## src/rtl/lieat_wbu_pkg.sv

```systemverilog
// Shared constants for the lieat writeback arbiter: source ordering, widths and
// the round-robin pointer step.
package lieat_wbu_pkg;

    localparam int WB_NSRC    = 5;
    localparam int WB_XLEN    = 32;
    localparam int WB_REG_IDX = 5;
    localparam int WB_PTR_W   = 3;

    // Fixed source order; the bit position of each unit in every per-source vector.
    typedef enum logic [WB_PTR_W-1:0] {
        WB_COM    = 3'd0,
        WB_LSU    = 3'd1,
        WB_MULDIV = 3'd2,
        WB_VPU    = 3'd3,
        WB_FPU    = 3'd4
    } wb_src_e;

    function automatic logic [WB_PTR_W-1:0] next_ptr(input logic [WB_PTR_W-1:0] p);
        return (p == WB_FPU) ? WB_COM : p + 1'b1;
    endfunction

endpackage

```

## src/rtl/lieat_wbu_rr_arb.sv

```systemverilog
// Combinational round-robin arbiter: grants the first request at or after
// rr_ptr, wrapping modulo NSRC.
module lieat_wbu_rr_arb
    import lieat_wbu_pkg::*;
#(
    parameter int NSRC = WB_NSRC
) (
    input  logic [NSRC-1:0]     req,
    input  logic [WB_PTR_W-1:0] rr_ptr,
    output logic [NSRC-1:0]     grant
);

    logic [WB_PTR_W:0] idx;
    logic              found;

    always_comb begin
        grant = '0;
        found = 1'b0;
        idx   = '0;
        for (int k = 0; k < NSRC; k++) begin
            idx = {1'b0, rr_ptr} + (WB_PTR_W + 1)'(k);
            if (idx >= (WB_PTR_W + 1)'(NSRC)) begin
                idx = idx - (WB_PTR_W + 1)'(NSRC);
            end
            if (!found && req[idx[WB_PTR_W-1:0]]) begin
                grant[idx[WB_PTR_W-1:0]] = 1'b1;
                found                    = 1'b1;
            end
        end
    end

endmodule

```

## src/rtl/lieat_wbu_arbiter.sv

```systemverilog
// Writeback arbiter: one result buffer per execution unit, one round-robin
// writeback per cycle. Define LIEAT_WBU_BYPASS_EN for 0-cycle bypass of empty buffers.
module lieat_wbu_arbiter
    import lieat_wbu_pkg::*;
#(
    parameter int XLEN    = WB_XLEN,
    parameter int REG_IDX = WB_REG_IDX,
    parameter int NSRC    = WB_NSRC
) (
    input  logic                    clock,
    input  logic                    reset,
    input  logic [NSRC-1:0]         src_vld,
    output logic [NSRC-1:0]         src_rdy,
    input  logic [NSRC-1:0]         src_rdwen,
    input  logic [NSRC*REG_IDX-1:0] src_rd,
    input  logic [NSRC*XLEN-1:0]    src_data,
    input  logic [NSRC-1:0]         src_flush,
    output logic                    wbck_ena,
    output logic [NSRC-1:0]         wbck_op,
    output logic                    rf_wen,
    output logic [REG_IDX-1:0]      rf_waddr,
    output logic [XLEN-1:0]         rf_wdata
);

    logic [NSRC-1:0]     buf_vld;
    logic [NSRC-1:0]     buf_rdwen;
    logic [REG_IDX-1:0]  buf_rd   [NSRC];
    logic [XLEN-1:0]     buf_data [NSRC];
    logic [WB_PTR_W-1:0] rr_ptr;
    logic [WB_PTR_W-1:0] grant_idx;

    logic [NSRC-1:0] bypass;
    logic [NSRC-1:0] req;
    logic [NSRC-1:0] grant;
    logic [NSRC-1:0] load;

`ifdef LIEAT_WBU_BYPASS_EN
    // Only an empty buffer lets its source bid directly, so a buffered entry always wins.
    assign bypass = ~buf_vld & src_vld;
`else
    assign bypass = '0;
`endif

    assign req = (buf_vld | bypass) & ~src_flush & {NSRC{~reset}};

    lieat_wbu_rr_arb #(.NSRC(NSRC)) u_rr_arb (
        .req    (req),
        .rr_ptr (rr_ptr),
        .grant  (grant)
    );

    assign src_rdy = reset ? '1 : (~src_flush & (~buf_vld | grant));
    assign load    = src_vld & src_rdy & ~(grant & bypass);

    always_comb begin
        wbck_ena  = |grant;
        wbck_op   = grant;
        rf_wen    = 1'b0;
        rf_waddr  = '0;
        rf_wdata  = '0;
        grant_idx = '0;
        for (int i = 0; i < NSRC; i++) begin
            if (grant[i]) begin
                grant_idx = WB_PTR_W'(i);
                if (buf_vld[i]) begin
                    rf_wen   = buf_rdwen[i];
                    rf_waddr = buf_rd[i];
                    rf_wdata = buf_data[i];
                end else begin
                    rf_wen   = src_rdwen[i];
                    rf_waddr = src_rd[i*REG_IDX +: REG_IDX];
                    rf_wdata = src_data[i*XLEN +: XLEN];
                end
            end
        end
    end

    always_ff @(posedge clock) begin
        if (reset) begin
            rr_ptr <= '0;
        end else if (|grant) begin
            rr_ptr <= next_ptr(grant_idx);
        end
    end

    // Flush beats load beats grant; load-and-grant together gives back-to-back writebacks.
    always_ff @(posedge clock) begin
        if (reset) begin
            buf_vld <= '0;
        end else begin
            for (int i = 0; i < NSRC; i++) begin
                if (src_flush[i]) begin
                    buf_vld[i] <= 1'b0;
                end else if (load[i]) begin
                    buf_vld[i] <= 1'b1;
                end else if (grant[i]) begin
                    buf_vld[i] <= 1'b0;
                end
            end
        end
    end

    always_ff @(posedge clock) begin
        for (int i = 0; i < NSRC; i++) begin
            if (load[i]) begin
                buf_rdwen[i] <= src_rdwen[i];
                buf_rd[i]    <= src_rd[i*REG_IDX +: REG_IDX];
                buf_data[i]  <= src_data[i*XLEN +: XLEN];
            end
        end
    end

endmodule

```

## config.mk

```make
export PLATFORM = sky130hd
export DESIGN_NAME = lieat_wbu_arbiter
export DESIGN_NICKNAME = d
export VERILOG_FILES = /design/src/rtl/lieat_wbu_pkg.sv /design/src/rtl/lieat_wbu_rr_arb.sv /design/src/rtl/lieat_wbu_arbiter.sv
export SDC_FILE = /design/constraint.sdc
export NUM_CORES = 1
export LEC_CHECK = 0
export ABC_AREA = 1
export CORE_MARGIN = 2
export CORE_UTILIZATION = 52
export CTS_BUF_LIST = sky130_fd_sc_hd__clkbuf_8
export DETAILED_ROUTE_END_ITERATION = 8
export GPL_TIMING_DRIVEN = 0
export HOLD_SLACK_MARGIN = 0.12
export PLACE_DENSITY = 0.83
export SYNTH_ARGS = -nofsm -noshare
export SYNTH_HDL_FRONTEND = slang
export SYNTH_SLANG_ARGS = --single-unit
```

## constraint.sdc

```tcl
create_clock -name clock -period 6.88 [get_ports clock]
set_input_delay 1.72 -clock clock [delete_from_list [all_inputs] [get_ports clock]]
set_output_delay 1.72 -clock clock [all_outputs]
set_load 0.01 [all_outputs]
```

==> reports/metrics.yaml <==
synthesis:
  synth_top_area_share: 0.527
  synth_top_family_by_area: "simple AND/OR/NAND/NOR gates"
  yosys-mux-area-fraction: 0.00277
  syn_area_mm2: 0.0108
  synthAdderAreaFrac: 0.0134
  synth-warning-count: 0
  yosysSeqAreaShare: 0.542
  synthArstFlopShare: 0
  syn_area_per_cell_um2: 10.2
  synthCells: 1065
  synth_flop_cell: "edfxtp_1"
  synth_seq_cells: 198
  ys_top_cells_by_area: "edfxtp_1, o211ai_1, or2_2"
  synth_edf_count: 190
  synth_fp_nets: 1278
  synth-xor-area-share: 0.00162
  synth_compound_area_frac: 0.140
  yosys.area.top_type: "edfxtp_1"
  synth.distinct_cells: 35
  synthSimpleGateAreaFrac: 0.245
worst_hold_path:
  hold_path.class: "reg2reg"
  worst_hold_path.endpoint: "rr_ptr[0]"
  worstHoldPathCells: 4
  hold_start: "rr_ptr[0]"
placement:
  dp_hpwl_um: 27100
  portBuffers: 250
  place.gp.congestion: 0.942
  place_inst: 1590
layout:
  layout-drive-gt1-share: 0.210
  area_delta_synth_final_pct: 32.2
  instances_no_fill: 1631
  post-route-util: 0.703
  nets: 1553
clock_network:
  clkSinkCount: 198
  clkLatencyLatePin_ns: 0.50
  numCtsBuffers: 17
  htree_num_levels: 4
  clk_path_buf_depth: 2
  clockRootBuffer: "clkbuf_8"
  cts_tree: "yes"
  ctsHoldBuffers: 0
  path_clk_slew_ns: 0.10
grt:
  grt_usage: 0.316
  grt_pass1_wl_um: 52500
  grt_pass1_vias: 9146
  grt_max_degree: 25
  antenna_found_initial: 7
  grt-ovfl-total: 0
power:
  ir_drop_mv: 0.362
  leakage_nw: 5.13
  p_per_area_mw_per_mm2: 481
timing:
  rsz0062_at_grt: "no"
  hold_violations: 0
  holdWs_ns: 0.783
  fmax_mhz: 149
  fin_skew_ns: 0.0219
  period_minus_slack_ns: 6.72
  slew-limit-headroom: 0.305
  worst_pin_slew_ns: 1.04
  setup_violations: 0
  slew_violations: 0
  period_share: 0.977
job:
  maxCapViolations: 0
detailed_routing:
  wl_um: 34800
  drtAntennaViolNets: 0
  vias: 9457
  via_per_inst: 5.80
  wire_per_inst_um: 21.3
  drt_iter0_markers: 887
  dr.pass1.iters: 7
  drc_errors: 0
floorplanning:
  ioPinCount: 251
  dieArea_mm2: 0.0220
  die_x_um: 148
  fp-row-count: 52
  start_util: 0.532
  core-area_mm2: 0.0204
  die_h_um: 148
critical_path:
  cp_max_fo: 10
  crit_required_ns: 5.16
  endpoint_kind: "primary output"
  worst_setup_path_start_kind: "primary input"
  arrival_ns: 5.00
  rr_worst_depth: 18
  r2r-end: "buf_rd[0][6]"
  reg2reg_from: "rr_ptr[1]"
  cp-startpoint: "reset"
  rrSetupSlack_ns: 2.28
  critPathKind: "in2out"
status:
  outcome: "completed"
==> cells in the mapped netlist (2+ instances only) <==
| master | n |
|---|---|
| nor3_1 | 5 |
| nand3_1 | 43 |
| o211ai_1 | 184 |
| buf_2 | 17 |
| nand3_2 | 9 |
| nand2_1 | 140 |
| o21a_1 | 3 |
| nor2_2 | 5 |
| mux2i_1 | 3 |
| ha_1 | 10 |
| clkbuf_1 | 39 |
| or2_2 | 184 |
| inv_2 | 6 |
| buf_6 | 4 |
| nand2_2 | 5 |
| edfxtp_1 | 190 |
| o21ai_1 | 4 |
| buf_4 | 2 |
| nor2_1 | 52 |
| inv_1 | 75 |
| a21oi_1 | 10 |
| nand4_1 | 48 |
| dfxtp_1 | 8 |
| nor2_4 | 2 |
| or2_1 | 4 |
| o21ai_0 | 4 |
==> report_power, final <==
| part | total (mW) | leakage (nW) | internal [mW] | switching, mW |
|---|---|---|---|---|
| logic | 4.66 | 3.04 | 1.98 | 2.67 |
| registers | 1.46 | 1.88 | 1.43 | 0.0334 |
| clock network | 0.775 | 0.208 | 0.279 | 0.496 |
| total | 6.89 | 5.13 | 3.69 | 3.20 |
==> area by class of cell <==
cell class / instances / area (um2)
inverter: 81 / 304
buffer: 62 / 292
antenna: 8 / 20.0
timing repair buffer: 256 / 2630
clock inverter: 15 / 176
multi-input combinational: 724 / 4460
fill: 1594 / 6050
clock buffer: 17 / 234
sequential: 198 / 5870
tap: 270 / 338
==> registers in the layout, summed over array words and instances, names as in the netlist <==
signal / count
buf_data: 160
buf_rdwen: 5
buf_vld: 5
rr_ptr: 3
buf_rd: 25
==> worst max-delay path by stage <==
stage	end	cells after the start
global placement	buf_data[0][126]	18
finish	rf_wdata[10]	20
detailed placement	rf_waddr[2]	17
floorplan	buf_data[0][0]	17
global route	rf_waddr[2]	19
CTS	rf_waddr[1]	19
==> routing by layer <==
metal	GRT usage	wire (um)	up-vias
li1	-	-	4399
met2	0.476	15700	509
met5	0	0	-
met3	0.0491	3090	57
met1	0.461	14800	4492
met4	0.126	1180	0
==> timing repair <==
action | in CTS | in global routing
cloned | 0 | 0
pin swaps | 1 | 1
endpoints found under the setup margin | 45 | 41
resized for setup | 1 | 10
hold endpoints to repair | 0 | 0
setup buffers | 1 | 0
==> stage by stage <==
stage	power, mW	cell area, um2	setup TNS [ns]	setup slack, ns
after floorplan	3.86	10800	0	1.35
after global placement	6.00	13700	-198.04	-1.33
after detailed placement	6.05	13800	-10.29	-0.467
after CTS	6.84	14300	0	0.0148
after global routing	7.26	14300	0	0.0167
final	6.89	14300	0	0.159
==> worst max-delay path: stages <==
cell	delay, ns
dlygate4sd2_1	0.50
inv_1	0.17
nand2_1	0.21
nor2_4	0.10
nand2_1	0.07
nand2_1	0.07
nand2_1	0.08
nand2_2	0.08
nor2_8	0.14
nand3_4	0.12
nor2_4	0.15
nand2_1	0.11
nand3_2	0.14
buf_6	0.18
buf_6	0.15
o211ai_1	0.09
nand2_1	0.19
inv_1	0.07
nand4_1	0.08
clkdlybuf4s50_1	0.57
==> kinds of logic after synthesis <==
family | Yosys count
and+or+nand+nor | 500
AOI/OAI and AO/OA | 208
DFF | 198
buffers and inverters | 143
adders and majority gates | 11
muxes | 3
xor gates and xnor gates | 2
==> cell usage in the layout (no fill, tap or decap), types with 10 or more instances in the layout <==
cell type        netlist  routed
buf_2                 17      17
clkbuf_1              39      39
clkbuf_8               0      17
clkdlybuf4s50_1        0     248
edfxtp_1             190     190
ha_1                  10      10
inv_1                 75      76
nand2_1              140     140
nand3_1               43      43
nand4_1               48      48
nor2_1                52      47
o211ai_1             184     184
or2_2                184     184
(Power assumes the default switching activity.)
